### config.mk
export PLATFORM = sky130hd
export DESIGN_NAME = morse_controller
export DESIGN_NICKNAME = d
export VERILOG_FILES = /design/src/rtl/morse_pkg.sv /design/src/rtl/morse_tick_divider.sv /design/src/rtl/morse_controller.sv
export SDC_FILE = /design/constraint.sdc
export NUM_CORES = 1
export LEC_CHECK = 0
export BUFFER_PORTS_ARGS = -buffer_cell sky130_fd_sc_hd__buf_4
export CORE_ASPECT_RATIO = 0.75
export CORE_UTILIZATION = 28
export CTS_BUF_LIST = sky130_fd_sc_hd__clkbuf_4
export CTS_CLUSTER_SIZE = 28
export DETAILED_ROUTE_END_ITERATION = 7
export HOLD_SLACK_MARGIN = 0.12
export PLACE_DENSITY_LB_ADDON = 0.3
export SYNTH_ARGS = -nofsm -noshare
export SYNTH_HDL_FRONTEND = slang
export SYNTH_SLANG_ARGS = --single-unit
### constraint.sdc
create_clock -name clock -period 6.9 [get_ports clock]
set_input_delay 0 -clock clock [delete_from_list [all_inputs] [get_ports clock]]
set_output_delay 0 -clock clock [all_outputs]
set_load 0.005 [all_outputs]
### src/rtl/morse_pkg.sv
// Shared definitions for the Morse sequencing controller.
//   state_t        : controller FSM encoding (IDLE/LOAD/SEND)
//   LETTER_PATTERN : LSB-first mark/space pattern per letter A..H
//   LETTER_LEN     : number of symbol periods per letter pattern
package morse_pkg;

  typedef enum logic [1:0] {
    ST_IDLE = 2'd0,
    ST_LOAD = 2'd1,
    ST_SEND = 2'd2
  } state_t;

  // 1 = mark, 0 = space; dot = 1, dash = 111, intra-letter gap = 0.
  localparam logic [15:0] LETTER_PATTERN [0:7] = '{
    16'h001D,  // A
    16'h0157,  // B
    16'h05D7,  // C
    16'h0057,  // D
    16'h0001,  // E
    16'h0175,  // F
    16'h0177,  // G
    16'h0055   // H
  };

  localparam logic [3:0] LETTER_LEN [0:7] = '{
    4'd5, 4'd9, 4'd11, 4'd7, 4'd1, 4'd9, 4'd9, 4'd7
  };

endpackage

### src/rtl/morse_tick_divider.sv
// Symbol-period divider.
//   clock, reset : system clock, async active-high reset
//   clear        : forces the count back to 0
//   tick         : high while the count sits at TICK_CYCLES-1
module morse_tick_divider #(
  parameter int TICK_CYCLES = 25_000_000
) (
  input  logic clock,
  input  logic reset,
  input  logic clear,
  output logic tick
);

  localparam int CW = (TICK_CYCLES > 2) ? $clog2(TICK_CYCLES) : 1;
  localparam logic [CW-1:0] LAST = CW'(TICK_CYCLES - 1);

  logic [CW-1:0] cnt;

  assign tick = (cnt == LAST);

  always_ff @(posedge clock or posedge reset) begin
    if (reset)          cnt <= '0;
    else if (clear)     cnt <= '0;
    else if (tick)      cnt <= '0;
    else                cnt <= cnt + 1'b1;
  end

endmodule

### src/rtl/morse_controller.sv
// Sequencer driving a 16-bit Morse shift register: loads the selected
// letter pattern, then issues one zero-fill right shift per symbol period.
// Between shifts the register is held by reloading its own output.
//   clock, reset     : system clock, async active-high reset
//   start            : level request, rising edge starts a transmission
//   letter           : letter select 0..7 = A..H, captured on accept
//   sr_q             : shift register output (feedback)
//   sr_data          : shift register parallel data
//   sr_loadn         : 0 = load sr_data, 1 = shift
//   sr_rotate_right  : shift direction
//   sr_lsright       : zero-fill MSB on right shift
//   morse_out        : current Morse bit
//   busy             : high in LOAD and SEND
//   done             : one-cycle pulse in the final SEND cycle
module morse_controller
  import morse_pkg::*;
#(
  parameter int TICK_CYCLES = 25_000_000
) (
  input  logic        clock,
  input  logic        reset,
  input  logic        start,
  input  logic [2:0]  letter,
  input  logic [15:0] sr_q,
  output logic [15:0] sr_data,
  output logic        sr_loadn,
  output logic        sr_rotate_right,
  output logic        sr_lsright,
  output logic        morse_out,
  output logic        busy,
  output logic        done
);

  state_t      state, state_nx;
  logic        start_d;
  logic        start_rise;
  logic [2:0]  letter_q;
  logic [3:0]  bit_cnt;
  logic        tick;
  logic        div_clear;

  assign start_rise = start & ~start_d;

  // Divider only counts in SEND so every bit starts on a fresh period.
  assign div_clear = (state != ST_SEND);

  morse_tick_divider #(
    .TICK_CYCLES (TICK_CYCLES)
  ) u_div (
    .clock (clock),
    .reset (reset),
    .clear (div_clear),
    .tick  (tick)
  );

  always_ff @(posedge clock or posedge reset) begin
    if (reset) begin
      state    <= ST_IDLE;
      start_d  <= 1'b0;
      letter_q <= 3'd0;
      bit_cnt  <= 4'd0;
    end else begin
      state   <= state_nx;
      start_d <= start;
      if (state == ST_IDLE && start_rise)
        letter_q <= letter;
      if (state == ST_LOAD)
        bit_cnt <= LETTER_LEN[letter_q];
      else if (state == ST_SEND && tick)
        bit_cnt <= bit_cnt - 4'd1;
    end
  end

  always_comb begin
    state_nx        = state;
    sr_data         = sr_q;
    sr_loadn        = 1'b0;
    sr_rotate_right = 1'b0;
    sr_lsright      = 1'b0;
    morse_out       = 1'b0;
    busy            = 1'b0;
    done            = 1'b0;
    case (state)
      ST_IDLE: begin
        if (start_rise) state_nx = ST_LOAD;
      end
      ST_LOAD: begin
        busy     = 1'b1;
        sr_data  = LETTER_PATTERN[letter_q];
        state_nx = ST_SEND;
      end
      ST_SEND: begin
        busy      = 1'b1;
        morse_out = sr_q[0];
        if (tick) begin
          sr_loadn        = 1'b1;
          sr_rotate_right = 1'b1;
          sr_lsright      = 1'b1;
          // Last bit's period has elapsed: this shift empties the pattern.
          if (bit_cnt == 4'd1) begin
            done     = 1'b1;
            state_nx = ST_IDLE;
          end
        end
      end
      default: state_nx = ST_IDLE;
    endcase
  end

endmodule

After elaboration in Yosys (flattened, before gate mapping)
Memory sizes are Yosys's and may differ from the RTL's.
Cells that the tools add are included.
{"block": "classes", "n_addsub": 2, "magnitude_cmp": 1, "eq_ne": 8, "mux": 20, "bitwise_logic": 3, "reduce_logical": 6}
{"operator": "2-to-1 mux 25 bit", "n": 2}
{"operator": "2-to-1 mux 16 bit", "n": 3}
{"operator": "adder 25 x 1 -> 25 bit, second input constant", "n": 1}
{"operator": "== test 25 bit, second input constant", "n": 1}
{"operator": "2-to-1 mux 4 bit", "n": 4}
{"operator": "2-to-1 mux 1 bit", "n": 7}
{"operator": "2-to-1 mux 2 bit", "n": 3}
{"operator": "!= test 2 bit, second input constant", "n": 3}
{"operator": "case mux 2 bit (3 select lines)", "n": 1}
{"operator": "== test 4 x 1 -> 1 bit, second input constant", "n": 1}
{"operator": "greater-or-equal comparator 4 bit, second input constant", "n": 1}
{"operator": "NOT 3 -> 4 bit", "n": 1}
{"operator": "subtractor 4 x 1 -> 4 bit, second input constant", "n": 1}
{"operator": "AND reduction 3 bit", "n": 1}
{"operator": "== test 2 x 1 -> 1 bit, second input constant", "n": 1}
{"operator": "== test 2 bit, second input constant", "n": 1}
{"operator": "logical AND 1 bit", "n": 2}
{"operator": "logical NOT 2 bit", "n": 1}
{"operator": "!= test 2 x 1 -> 1 bit, second input constant", "n": 1}
{"operator": "nonzero test 2 bit", "n": 1}
{"operator": "OR reduction 2 bit", "n": 1}
{"operator": "bitwise AND 1 bit", "n": 1}
{"operator": "NOT 1 bit", "n": 1}
{"block": "word_totals", "ff_bits": 35, "rom_bits": 160, "input_bits": 22, "out_inout_bits": 22, "n_memories": 2}
{"memory": "(name not given)", "depth": 8, "width": 16, "rd": 1, "rd_ports_with_merged_regs": 0, "write_ports": 0, "line_no": "morse_controller.sv:89", "rtl": "sr_data = LETTER_PATTERN[letter_q];"}
{"memory": "(name not given)", "depth": 8, "width": 4, "rd": 1, "rd_ports_with_merged_regs": 0, "write_ports": 0, "line_no": "morse_controller.sv:68", "rtl": "bit_cnt <= LETTER_LEN[letter_q];"}

Longest topological paths before layout
{"block": "depth", "word_depth": 5, "ltp_mapped": 8}

Cells and area by module
From an unflattened synthesis, not the netlist that was laid out.
{"block": "hier_totals", "cells_unflattened": 231, "hier_area_um2": 2125.8}
{"module": "morse_tick_divider", "instances": 1, "cells_each": 137, "area_per_inst_um2": 1296.2}
{"module": "morse_controller", "instances": 1, "cells_each": 94, "area_per_inst_um2": 829.5}

Least setup slack after synthesis
Ideal clock, no wire load.
{"block": "synth_timing", "path_kind": "reg2reg", "startpoint": "register u_div.cnt[6]", "endpoint": "register bit_cnt[3]", "setup_ps": 82, "arrival_ps": 2097, "required_ps": 6818, "slack_ps": 4721, "stages_incl_launch_ff": 7, "path_buffers": 2, "path_cell_list": "dfrtp_1 buf_6 or4b_1 or4_1 buf_2 or4_1 a31oi_1"}
{"block": "synth_via", "elab_chain_len": 3}
{"element": "start, declared", "line_no": "morse_tick_divider.sv:17", "rtl": "logic [CW-1:0] cnt;"}
{"element": "start signal, assigned", "line_no": "morse_tick_divider.sv:25", "rtl": "else cnt <= cnt + 1'b1;"}
{"element": "== test 25 bit", "line_no": "morse_tick_divider.sv:19", "rtl": "assign tick = (cnt == LAST);"}
{"element": "logical AND 1 bit", "line_no": "morse_controller.sv:69", "rtl": "else if (state == ST_SEND && tick)"}
{"element": "nonzero test 2 bit (no source line)"}
{"element": "end signal, assigned", "line_no": "morse_controller.sv:68"}
{"element": "end signal, assigned", "line_no": "morse_controller.sv:70", "rtl": "bit_cnt <= bit_cnt - 4'd1;"}
{"element": "end, declared", "line_no": "morse_controller.sv:38", "rtl": "logic [3:0] bit_cnt;"}
No other way between the ends.
A chain may end at the register's enable or synchronous reset.

Worst setup path in the final report
Same ends and word-level chain as after synthesis.

==> results.yml <==
cts:
  cts-buffers-inserted: 5
  postCtsResizedCells: 0
  cts_htree_levels: 2
  numClockSinks: 35
  cts_root_buf: "sky130_fd_sc_hd__clkbuf_4"
  cts_tree: "done"
  clkLatencyLatePin_ps: 340
  cts_setup_buffers: 0
  clk_transition_reported_paths_ps: 110
  cts.hold.buffers_added: 5
  cts-root-to-sink-buffers: 2
finish:
  area_delta_synth_final_pct: 22.11
  antenna_cells: 0
  commonest_non_fill_non_tap_cell_in_the_layout: "sky130_fd_sc_hd__buf_4"
  layout_cells_sized_above_1_pct: 21.45
  most-common-layout-cells: "sky130_fd_sc_hd__buf_4, sky130_fd_sc_hd__dfrtp_1, sky130_fd_sc_hd__nor2_1, sky130_fd_sc_hd__a21oi_1"
  stdcell_count: 390
  num-nets-final: 320
worst_hold_path:
  worst_hold_path_type: "input port to output pin"
  hold_path.startpoint: "sr_q[0]"
detailed_routing:
  drcViolationCount: 0
  via_cell_ratio: 4.908
  drt_first_iter_violations: 112
  detail_route.wirelength_um: 5099
  via_count: 1914
  route.antenna.remaining_nets: 0
  detailedRoute.firstPassIterationCount: 4
  routed_wire_length_per_instance_um: 13.07
power_and_ir_drop:
  clock_network_fraction_of_design_power_pct: 32.5
  swShare_pct: 22.96
  power.share.sequential_pct: 59.2
  comb_power_share_pct: 8.4
  powerDensity_nw_per_um2: 128.8
  power_total_mw: 0.3470
  internal_power_mw: 0.2674
  power.switching_mw: 0.07967
  power.static_leakage_nw: 1.164
  peakVddDrop_uv: 62.84
grt:
  grt_antenna_before_repair: 0
  grt_pass1_wl_um: 8549
  pin_count_of_the_biggest_net_entering_global_routing: 36
  grt_use_total_pct: 12.92
  grt_pass1_vias: 1713
  globalRouteOverflowTotal: 0
timing:
  finalSetupViolCount: 0
  clock_tree_skew_after_final_layout_ps: 13.54
  layout_worst_path_cycle_share_pct: 33.62
  grt_setup_unrepaired: "no"
  highest_clock_rate_mhz: 431.1
  tightestPinTransition_ps: 665.7
  final_max_slew_viol_count: 0
  total_count_of_hold_check_failures_in_the_final_report: 0
  min_period_ps: 2320
  tns_ps: 0
  worst_slew_margin_rel_pct: 55.62
  fin_hold_ws_ps: 258.7
setup_path:
  worstSetupEndpointType: "register"
  critical-path-max-stage-delay_ps: 560
  rr_endpoint: "bit_cnt[3]$_DFFE_PP0P_"
  rrSetupSlack_ps: 4580
  setup.worst_path.end: "bit_cnt[3]$_DFFE_PP0P_"
  timing.critical_path.fanout_max: 8
  critical_path_class: "register to register"
  crit_slowest_cell: "sky130_fd_sc_hd__or4_1"
  startpoint_type: "register"
  cp_data_required_time_ps: 7150
  worst_r2r_startpoint: "u_div.cnt[6]$_DFF_PP0_"
  path_cells: "or4b_1 -> or4_1 -> or4_1 -> a31oi_1"
  crit_path_leading_delay_family: "simple AND/OR/NAND/NOR gates"
  worstRegToRegCells: 4
  critical_path_cell_count: 4
  critical_path.most_common_cell: "sky130_fd_sc_hd__or4_1"
  cp.arrival_ps: 2570
  worstPathBufferInverterCount: 0
  crit_start: "u_div.cnt[6]$_DFF_PP0_"
die:
  die_w_um: 104.5
  die_height_um: 78.89
  die_area_sq_um: 8246
  std_cell_rows: 27
  placeableCoreArea_sq_um: 7500
  floorplan.initialDensity_pct: 29.43
  num_io_pins: 44
synthesis:
  cell_accounting_for_the_most_synthesized_area: "sky130_fd_sc_hd__dfrtp_1"
  yosys.cell_types.count: 45
  synth-edff-count: 0
  post-synth-top-area-fraction_pct: 39.68
  avgSynthCellArea_sq_um: 9.009
  share_of_the_yosys_chip_area_belonging_to_registers_pct: 39.68
  yosysWarningCount: 0
  synth.ff_latch_count: 35
  syn_inst: 245
  syn-cell-area_sq_um: 2207
  syn-num-nets: 277
  yosys-top-cells-area: "sky130_fd_sc_hd__dfrtp_1, sky130_fd_sc_hd__ha_1, sky130_fd_sc_hd__nand4_1"
  synth_ff_type: "sky130_fd_sc_hd__dfrtp_1"
  postSynth.asyncResetShare_pct: 100.0
status:
  run_status: "completed"
placed_design:
  dpl.cell_count: 377
  place_hpwl_um: 3724
  gp_congestion: 0.7503
  port-buffer-count: 43
flow_run:
  max_cap_viol_count: 0
==> registers in the layout (all words and copies together), names as in the netlist <==
| signal | flops |
|---|---|
| bit_cnt | 4 |
| u_div.cnt | 25 |
| letter_q | 3 |
| state | 2 |
| start_d | 1 |
==> worst min path at each step <==
stage                     cells after the start           endpoint  slack, ps
final                                         3         sr_data[0]        260
after global routing                          3         sr_data[0]        270
after CTS                                     3         sr_data[0]        260
after detailed placement                      1  start_d$_DFF_PP0_        130
after global placement                        1  start_d$_DFF_PP0_        130
after floorplan                               0  start_d$_DFF_PP0_         30
==> final cells by class <==
| type | count | area [sq um] |
|---|---|---|
| Clock buffer | 6 | 45.04 |
| Clock inverter | 2 | 12.51 |
| Fill cell | 773 | 4805 |
| Inverter | 14 | 52.55 |
| Multi-Input combinational cell | 182 | 1195 |
| Sequential cell | 35 | 875.8 |
| Tap cell | 101 | 126.4 |
| Timing Repair Buffer | 50 | 387.9 |
==> routing by layer <==
metal	track usage [%]	vias up	share of wire, %	wire [um]
met2	17.15	21	42	2122
met5	0	-	0	0
met1	20.43	916	55	2822
met4	3.000	0	0.47	24
met3	2.956	2	2.5	130
li1	-	975	-	-
==> cells in the mapped netlist, types with 2 or more instances <==
library cell,number
sky130_fd_sc_hd__nand2_1,12
sky130_fd_sc_hd__o21a_1,2
sky130_fd_sc_hd__o31ai_1,8
sky130_fd_sc_hd__dfrtp_1,35
sky130_fd_sc_hd__a21oi_1,16
sky130_fd_sc_hd__mux2_2,5
sky130_fd_sc_hd__buf_4,2
sky130_fd_sc_hd__or4_1,9
sky130_fd_sc_hd__nor2b_1,9
sky130_fd_sc_hd__nand4_1,13
sky130_fd_sc_hd__o31a_1,2
sky130_fd_sc_hd__xor2_1,7
sky130_fd_sc_hd__nand2b_1,2
sky130_fd_sc_hd__and4_1,4
sky130_fd_sc_hd__xnor2_1,4
sky130_fd_sc_hd__nor4_1,3
sky130_fd_sc_hd__o21ai_0,12
sky130_fd_sc_hd__nand3_1,14
sky130_fd_sc_hd__clkbuf_1,8
sky130_fd_sc_hd__inv_1,14
sky130_fd_sc_hd__buf_6,3
sky130_fd_sc_hd__a31oi_1,2
sky130_fd_sc_hd__ha_1,10
sky130_fd_sc_hd__or3_1,8
sky130_fd_sc_hd__or2_2,2
sky130_fd_sc_hd__nor2_1,17
sky130_fd_sc_hd__and3_1,4
==> power by group through the flow <==
stage	clock network, mW	registers (mW)	logic, mW
2_1_floorplan	0	0.209	0.00873
3_3_place_gp	0	0.209	0.0274
3_5_place_dp	0	0.209	0.0275
4_1_cts	0.121	0.205	0.0298
5_1_grt	0.130	0.206	0.0321
6_report	0.113	0.205	0.0290
==> tightest hold or removal path, stage by stage <==
cell and delay (ps):
sky130_fd_sc_hd__buf_4 80, sky130_fd_sc_hd__or2_2 90, sky130_fd_sc_hd__buf_4 90
==> stage by stage <==
| step | instance area, sq um | util [%] | worst slack, ps |
|---|---|---|---|
| 2_1_floorplan | 2207 | - | 4721 |
| 3_3_place_gp | 2587 | 34.50 | 4655 |
| 3_5_place_dp | 2587 | 34.50 | 4601 |
| 4_1_cts | 2695 | 35.94 | 4562 |
| 5_1_grt | 2695 | 35.94 | 4348 |
| 6_report | 2695 | 35.94 | 4580 |
==> cell families (layout without fill, tap and decap cells) <==
kind of cell	after synthesis	count (layout)	synth area share, %
and+or+nand+nor	106	106	27.61
muxes	5	5	2.551
DFF	35	35	39.68
buffers and inverters	28	72	6.179
AOI/OAI and AO/OA	50	50	13.95
xor gates and xnor gates	11	11	4.365
adders and majority gates	10	10	5.669
(Power assumes the default switching activity.)
